$ cat src/rtl/sr_ctrl_pkg.sv
// Shared encodings and width helpers for the serial shift sequencer.
// Counter widths depend on module parameters, so they come from helper functions.
package sr_ctrl_pkg;

  localparam logic [1:0] ST_IDLE  = 2'd0;
  localparam logic [1:0] ST_SHIFT = 2'd1;
  localparam logic [1:0] ST_DONE  = 2'd2;

  function automatic int bit_cnt_w(input int width);
    return $clog2(width);
  endfunction

  function automatic int div_cnt_w(input int div);
    return (div > 1) ? $clog2(div) : 1;
  endfunction

  // Widths for the default WIDTH=8, DIV=4 configuration.
  localparam int BIT_CNT_W = bit_cnt_w(8);
  localparam int DIV_CNT_W = div_cnt_w(4);

endpackage

$ cat src/rtl/sr_tick_gen.sv
// Bit-period divider: tick is high on the last cycle of each DIV-cycle serial bit.
// clear has priority over en and holds the count at zero.
module sr_tick_gen
  import sr_ctrl_pkg::*;
#(
  parameter int DIV = 4
) (
  input  logic clk,
  input  logic rst,
  input  logic en,
  input  logic clear,
  output logic tick
);

  localparam int CW = div_cnt_w(DIV);
  localparam logic [CW-1:0] LAST = CW'(DIV - 1);

  logic [CW-1:0] div_cnt_q, div_cnt_d;

  assign tick = en && (div_cnt_q == LAST);

  always_comb begin
    div_cnt_d = div_cnt_q;
    if (clear) begin
      div_cnt_d = '0;
    end else if (en) begin
      div_cnt_d = tick ? '0 : div_cnt_q + CW'(1);
    end
  end

  always_ff @(posedge clk or posedge rst) begin
    if (rst) div_cnt_q <= '0;
    else     div_cnt_q <= div_cnt_d;
  end

endmodule

$ cat src/rtl/sr_shift_ctrl.sv
// MSB-first serial shift sequencer: loads a word, shifts it out on so while
// capturing si into the LSB, then pulses rx_valid with the received word.
module sr_shift_ctrl
  import sr_ctrl_pkg::*;
#(
  parameter int WIDTH = 8,
  parameter int DIV   = 4
) (
  input  logic             clk,
  input  logic             rst,
  input  logic [WIDTH-1:0] tx_data,
  input  logic             tx_valid,
  output logic             tx_ready,
  input  logic             abort,
  input  logic             si,
  output logic             so,
  output logic             frame,
  output logic [WIDTH-1:0] rx_data,
  output logic             rx_valid,
  output logic             busy,
  output logic [1:0]       state_dbg
);

  localparam int BCW = bit_cnt_w(WIDTH);
  localparam logic [BCW-1:0] BIT_LAST = BCW'(WIDTH - 1);

  logic [1:0]       state_q, state_d;
  logic [WIDTH-1:0] sr_q, sr_d;
  logic [BCW-1:0]   bit_cnt_q, bit_cnt_d;
  logic [WIDTH-1:0] rx_data_q, rx_data_d;
  logic             in_shift;
  logic             tick;
  logic [WIDTH-1:0] sr_shifted;

  assign in_shift   = (state_q == ST_SHIFT);
  assign sr_shifted = {sr_q[WIDTH-2:0], si};

  sr_tick_gen #(.DIV(DIV)) u_tick_gen (
    .clk   (clk),
    .rst   (rst),
    .en    (in_shift),
    .clear (!in_shift),
    .tick  (tick)
  );

  // Handshake: a word transfers on any cycle where tx_valid && tx_ready;
  // tx_ready is high only in IDLE and does not depend on tx_valid.
  always_comb begin
    state_d   = state_q;
    sr_d      = sr_q;
    bit_cnt_d = bit_cnt_q;
    rx_data_d = rx_data_q;
    case (state_q)
      ST_IDLE: begin
        if (tx_valid) begin
          sr_d      = tx_data;
          bit_cnt_d = '0;
          state_d   = ST_SHIFT;
        end
      end
      ST_SHIFT: begin
        if (abort) begin
          state_d = ST_IDLE;
        end else if (tick) begin
          sr_d      = sr_shifted;
          bit_cnt_d = bit_cnt_q + BCW'(1);
          // Capture on the final tick so rx_data is already valid during DONE.
          if (bit_cnt_q == BIT_LAST) begin
            rx_data_d = sr_shifted;
            state_d   = ST_DONE;
          end
        end
      end
      ST_DONE: state_d = ST_IDLE;
      default: state_d = ST_IDLE;
    endcase
  end

  always_ff @(posedge clk or posedge rst) begin
    if (rst) begin
      state_q   <= ST_IDLE;
      sr_q      <= '0;
      bit_cnt_q <= '0;
      rx_data_q <= '0;
    end else begin
      state_q   <= state_d;
      sr_q      <= sr_d;
      bit_cnt_q <= bit_cnt_d;
      rx_data_q <= rx_data_d;
    end
  end

  assign tx_ready  = (state_q == ST_IDLE);
  assign frame     = in_shift;
  assign so        = in_shift & sr_q[WIDTH-1];
  assign rx_valid  = (state_q == ST_DONE);
  assign busy      = (state_q != ST_IDLE);
  assign rx_data   = rx_data_q;
  assign state_dbg = state_q;

endmodule

$ cat config.mk
export PLATFORM = sky130hd
export DESIGN_NAME = sr_shift_ctrl
export DESIGN_NICKNAME = d
export VERILOG_FILES = /design/src/rtl/sr_ctrl_pkg.sv /design/src/rtl/sr_tick_gen.sv /design/src/rtl/sr_shift_ctrl.sv
export SDC_FILE = /design/constraint.sdc
export NUM_CORES = 1
export LEC_CHECK = 0
export CAP_MARGIN = 10
export CORE_MARGIN = 2
export CORE_UTILIZATION = 45
export DETAILED_ROUTE_END_ITERATION = 16
export PLACE_DENSITY = 0.84
export SYNTH_ARGS = -nofsm -noshare
export SYNTH_HDL_FRONTEND = slang
export SYNTH_SLANG_ARGS = --single-unit
$ cat constraint.sdc
create_clock -name clk -period 4.9 [get_ports clk]
set_clock_uncertainty 0.1 [all_clocks]
set_input_delay 0.49 -clock clk [delete_from_list [all_inputs] [get_ports clk]]
set_output_delay 0.49 -clock clk [all_outputs]
set_load 0.1 [all_outputs]
==> results_dict.tcl, run 1 <==
set metrics [dict create \
    hold_buffers 0 \
    setup_tns_ns 0 \
    clockBufferDepth 2 \
    rr_worst_depth 3 \
    first_pass_iters 4 \
    io_buffers 27 \
    gp_congestion 0.702 \
    holdPathStages 1 \
    r2r_slack_ns 2.98 \
    drt-total-wl_um 1800 \
    synth_fp_nets 91 \
    worstHoldEndpoint "u_tick_gen.div_cnt_q[0]" \
    setup_viol 0 \
    synth_cell_types 19 \
    ys.warnings.count 0 \
    tightest_slew_ns 0.987 \
    vdd_drop_max_uv 244 \
    antenna_found_initial 0 \
    die-area_mm2 0.00273 \
    grt_pass1_vias 693 \
    register_area_um2 576 \
    max_freq_ghz 0.310 \
    grt_max_degree 24 \
    slowest_delay_ns 1.13 \
    drt_iter0_markers 1 \
    cts.htree.levels 1 \
    min_period_ns 3.23 \
    layout.nets 122 \
    vias_per_cell 5.08 \
    die_width_um 52.2 \
    cp.arrival_ns 2.64 \
    cts_root_buffer "clkbuf_4" \
    worstReg2RegEnd "rx_data[1]" \
    ant_nets 0 \
    die_height_um 52.2 \
    post_synth_inst_count 75 \
    clkSlewWorstSetupHoldPaths_ns 0.12 \
    synth-seq-cells 23 \
    relSlewSlack_pct 34.0 \
    placed_cells 129 \
    slowest_stage "clkdlybuf4s50_1" \
    hold_viol 0 \
    grt_setup_unrepaired "false" \
    mappedNetlistArea_mm2 0.00105 \
    final.period_utilization_pct 65.9 \
    power.density_mw_per_mm2 377 \
    detail_route.wl_per_cell_um 13.5 \
    start_util_pct 47.3 \
    drv_cap 0 \
    avgSynthCellArea_um2 14.0 \
    rr_startpoint "state_dbg[1]" \
    cts_tree "done" \
    instances_no_fill 133 \
    post_cts_resized 0 \
    critPathRequiredTime_ns 4.31 \
    design_area_mm2 0.00137 \
    path_class "reg -> out" \
    nFillCells 175 \
    cp-end-kind "primary output" \
    p_leak_nw 0.615 \
    place_area_mm2 0.00134 \
    track_usage_pct 14.9 \
    hold_class "reg -> reg" \
    drc 0 \
    status "complete, no violations" \
    area.growth.synth_to_final_pct 30.8 \
    ioPinCount 28 \
    grt_pass1_wl_um 2940 \
    grt_overflow 0 \
    drive_above_1_share_pct 29.5 \
    rows 17 \
    core_area_mm2 0.00221 \
    cts_buffers 3 \
    yosysSeqAreaShare_pct 55.0 \
    crit_path_cell_trace "nand2b_1 > inv_2 > and2_1 > clkdlybuf4s50_1" \
    cts_sinks 23 \
    post_cts_buffers 0 \
    hp-start "u_tick_gen.div_cnt_q[0]" \
    clock_latency_ns 0.30 \
    maxSlewViolCount 0 \
    multi_input_area_um2 437 \
    cp-start-kind "flip-flop" \
    diodes 0 \
    path_max_fanout 9 \
    vias 675 \
]
-- layout make-up --
| cell class | count | share of cell area [%] |
|---|---|---|
| sequential | 23 | 42.0 |
| multi-input combinational | 45 | 31.9 |
| timing repair buffer | 28 | 20.3 |
| tap | 28 | 2.56 |
| clock buffer | 4 | 1.92 |
| inverter | 5 | 1.37 |
-- worst max path at each step --
stage                  from  cells after the start  slack (ns)  to
2_1_floorplan  state_dbg[0]                      4        1.80  so
3_5_place_dp   state_dbg[1]                      4        2.01  so
3_3_place_gp   state_dbg[1]                      4        2.05  so
6_report       state_dbg[1]                      4        1.67  so
5_1_grt        state_dbg[1]                      4        1.56  so
4_1_cts        state_dbg[1]                      4        1.65  so
-- stage by stage --
stage / setup WS [ns] / power [mW] / utilization [%] / hold WS [ns]
floorplan: 1.80 / 0.391 / - / 0.315
global placement: 2.05 / 0.429 / 60.7 / 0.327
detailed placement: 2.01 / 0.436 / 60.7 / 0.337
CTS: 1.65 / 0.522 / 61.9 / 0.350
global route: 1.56 / 0.545 / 61.9 / 0.367
finish: 1.67 / 0.517 / 61.9 / 0.346
-- flip-flops by register name (all words and copies together), names as in the netlist --
register / count
bit_cnt_q: 3
u_tick_gen.div_cnt_q: 2
state_dbg: 2
sr_q: 8
rx_data: 8
-- cells by family (layout without fill, tap and decap cells) --
group           after synthesis  after routing  synth area share (%)
compound gates                2              2                 0.955
fa+ha+maj                     3              3                  3.58
simple gates                 13             13                  8.48
buf+inv                       7             37                  3.34
mux                          27             27                  28.7
flops                        23             23                  55.0
-- cells in the final DEF (no fill, tap or decap), types with 2 or more instances in the layout --
cell / Yosys / layout
mux2i_1: 3 / 3
and2_1: 2 / 2
dfrtp_1: 23 / 23
nand2_1: 3 / 3
clkdlybuf4s50_1: 0 / 27
inv_1: 4 / 4
mux2_2: 24 / 24
nand2b_1: 2 / 2
ha_1: 3 / 3
clkbuf_4: 0 / 3
-- synthesized netlist by cell type --
| cell | number | share of area, % |
|---|---|---|
| ha_1 | 3 | 3.6 |
| mux2_2 | 24 | 26 |
| nor3_1 | 1 | 0.48 |
| o21ai_0 | 1 | 0.48 |
| mux2i_1 | 3 | 2.9 |
| nand3b_1 | 1 | 0.72 |
| and2_1 | 2 | 1.2 |
| inv_1 | 4 | 1.4 |
| nor3_4 | 1 | 1.6 |
| nand4bb_1 | 1 | 1.1 |
| a21oi_1 | 1 | 0.48 |
| nor2b_1 | 1 | 0.60 |
| or2_2 | 1 | 0.60 |
| nand2_1 | 3 | 1.1 |
| buf_6 | 1 | 1.1 |
| buf_2 | 1 | 0.48 |
| inv_2 | 1 | 0.36 |
| dfrtp_1 | 23 | 55 |
| nand2b_1 | 2 | 1.2 |
-- report_power, final --
| part | switching, mW | internal, mW | total (mW) |
|---|---|---|---|
| clock | 0.0545 | 0.0317 | 0.0862 |
| combinational | 0.0988 | 0.0752 | 0.174 |
| sequential | 0.0267 | 0.230 | 0.257 |
| total | 0.180 | 0.337 | 0.517 |
-- per-layer routing --
layer	wire length [um]	GRT usage (%)	share of wire, %
met2	855	24.5	47
met5	0	0	0
met3	109	4.00	6.0
met1	814	18.6	45
met4	23	6.41	1.3
-- worst max-delay path: cells and delay by family (launching register included) --
kind	cells	cell delay, ns
AND/OR/NAND/NOR	2	0.54
flip-flops	1	0.45
buffers and inverters	2	1.35
No activity file was read; power rests on OpenSTA's default activity.
==> run 2: changes to the inputs <==
--- a/config.mk
+++ b/config.mk
@@ -7,9 +7,9 @@
 export LEC_CHECK = 0
 export CAP_MARGIN = 10
 export CORE_MARGIN = 2
-export CORE_UTILIZATION = 45
+export CORE_UTILIZATION = 42
 export DETAILED_ROUTE_END_ITERATION = 16
-export PLACE_DENSITY = 0.84
+export PLACE_DENSITY = 0.83
 export SYNTH_ARGS = -nofsm -noshare
 export SYNTH_HDL_FRONTEND = slang
 export SYNTH_SLANG_ARGS = --single-unit
==> constraint.sdc (replaced) <==
create_clock -name clk -period 2.7 [get_ports clk]
set_clock_uncertainty 0.1 [all_clocks]
set_input_delay 0.27 -clock clk [delete_from_list [all_inputs] [get_ports clk]]
set_output_delay 0.27 -clock clk [all_outputs]
set_load 0.1 [all_outputs]
==> run 2 against run 1 <==
Final cell count grew 1.5%. Wire length is 8.5% higher. Die area grew 6.6%. Critical path depth unchanged. Sequential cell count unchanged. Count of clock-buffer cells in the layout shrank 1. Non-clock buffer count stayed put. Global-route usage rose by 0.33 points. Sequential power rose by 81%. Final area shrank 2.2%. Critical path type unchanged. Largest power group unchanged. Highest routed layer unchanged.
==> results_dict.tcl, run 2 (synthesis results as in run 1) <==
set metrics [dict create \
    vias 691 \
    drt-total-wl_um 1960 \
    nFillCells 205 \
    grt_setup_unrepaired "false" \
    final.period_utilization_pct 82.5 \
    drive_above_1_share_pct 46.7 \
    grt_pass1_wl_um 3020 \
    die-area_mm2 0.00291 \
    most-common-layout-cells "mux2_2, dfrtp_1, buf_4, clkdlybuf4s50_1, inv_1" \
    vdd_drop_max_uv 605 \
    start_util_pct 43.5 \
    ioPinCount 28 \
    clkSlewWorstSetupHoldPaths_ns 0.14 \
    post_cts_buffers 0 \
    setup_viol 0 \
    design_area_mm2 0.00134 \
    switchingPower_mw 0.337 \
    cts_tree "done" \
    slowest_delay_ns 0.45 \
    final_common_cell "mux2_2" \
    power.density_mw_per_mm2 703 \
    hold_class "in -> async" \
    ant_nets 0 \
    critPathRequiredTime_ns 2.33 \
    drt_iter0_markers 1 \
    cp-start-kind "flip-flop" \
    crit_path_cell_trace "nand2b_1 > inv_2 > and2_2 > buf_4" \
    relSlewSlack_pct 42.0 \
    fin_util_pct 55.6 \
    clock_latency_ns 0.32 \
    p_clk_share_pct 17.4 \
    track_usage_pct 15.3 \
    clockBufferDepth 2 \
    status "complete, no violations" \
    tightest_slew_ns 0.868 \
    internal-power_mw 0.605 \
    min_period_ns 2.23 \
    fin_hold_ws_ns 0.307 \
    path_class "reg -> out" \
    antenna_found_initial 0 \
    cp.arrival_ns 1.86 \
    vias_per_cell 5.12 \
    path_max_fanout 9 \
    hold_buffers 0 \
    grt_pass1_vias 678 \
    max_freq_ghz 0.449 \
    cts_root_buffer "clkbuf_4" \
    seq_power_share_pct 49.5 \
    maxSlewViolCount 0 \
    die_width_um 53.9 \
    die_height_um 53.9 \
    p_leak_nw 0.643 \
    cts_buffers 3 \
    post_cts_resized 0 \
    grt_max_degree 24 \
    combPwrFrac_pct 33.1 \
    place_area_mm2 0.00131 \
    layout.nets 122 \
    sw_frac_of_total_pct 35.8 \
    slowest_stage "dfrtp_1" \
    cp-end-kind "primary output" \
    drv_cap 0 \
    area.growth.synth_to_final_pct 28.0 \
    setup_tns_ns 0 \
    drc 0 \
    io_buffers 27 \
    gp_congestion 0.710 \
    cts_sinks 23 \
    core_area_mm2 0.00241 \
    r2r_slack_ns 0.69 \
    rows 18 \
    cts.htree.levels 1 \
    grt_overflow 0 \
    hold_viol 0 \
    hpwlAfterDp_um 1410 \
    diodes 0 \
    detail_route.wl_per_cell_um 14.5 \
    first_pass_iters 4 \
]
run 2: cell types whose count changed in the layout (fill, tap and decap cells not counted):
| cell | delta |
|---|---|
| nor2b_2 | +1 |
| nor2b_1 | -1 |
| clkbuf_1 | -1 |
| clkinv_2 | +1 |
| clkdlybuf4s50_1 | -15 |
| buf_4 | +15 |
| and2_1 | -1 |
| and2_2 | +1 |
run 2: power groups by stage:
stage	logic, mW	clock network [mW]	registers [mW]
after floorplan	0.231	0	0.480
after global placement	0.307	0	0.472
after detailed placement	0.315	0	0.474
after CTS	0.316	0.168	0.468
after global routing	0.338	0.181	0.478
final	0.312	0.164	0.466
run 2: area by class of cell:
type / instances / area [um^2] / share of cell area, %
timing repair buffer: 28 / 240 / 17.9
inverter: 5 / 18.8 / 1.40
clock inverter: 1 / 5.00 / 0.373
multi-input combinational: 45 / 440 / 32.9
clock buffer: 3 / 22.5 / 1.68
tap: 30 / 37.5 / 2.80
sequential: 23 / 576 / 43.0
run 2: path summary, 6_finish.rpt:
path | endpoint | cells past startpoint | start
max in group asynchronous | rx_data[1] | 2 | rst
worst max-delay path | so | 4 | state_dbg[1]
worst min-delay path | rx_data[4] | 2 | rst
min in group clk | u_tick_gen.div_cnt_q[0] | 1 | u_tick_gen.div_cnt_q[0]
worst max register to register | rx_data[0] | 3 | state_dbg[1]
worst min register to register | u_tick_gen.div_cnt_q[0] | 1 | u_tick_gen.div_cnt_q[0]
run 2: through the flow:
step | power (mW) | instances | setup WS (ns)
after floorplan | 0.711 | 75 | 0.0704
after global placement | 0.779 | 131 | 0.756
after detailed placement | 0.789 | 131 | 0.675
after CTS | 0.951 | 135 | 0.446
after global routing | 0.997 | 135 | 0.318
final | 0.942 | 135 | 0.473
run 2: layer usage:
metal  vias up  global-route usage [%]  share of wire (%)
li1        320                       -                  -
met1       344                    18.7                 43
met2        22                    25.2                 49
met3         5                    3.33                5.7
met4         0                    7.69                1.8
met5         -                       0                  0
run 2: critical path: cells and delay by family (launching register included):
| family | cells | cell delay (ns) |
|---|---|---|
| buf+inv | 2 | 0.51 |
| simple gates | 2 | 0.58 |
| flops | 1 | 0.45 |
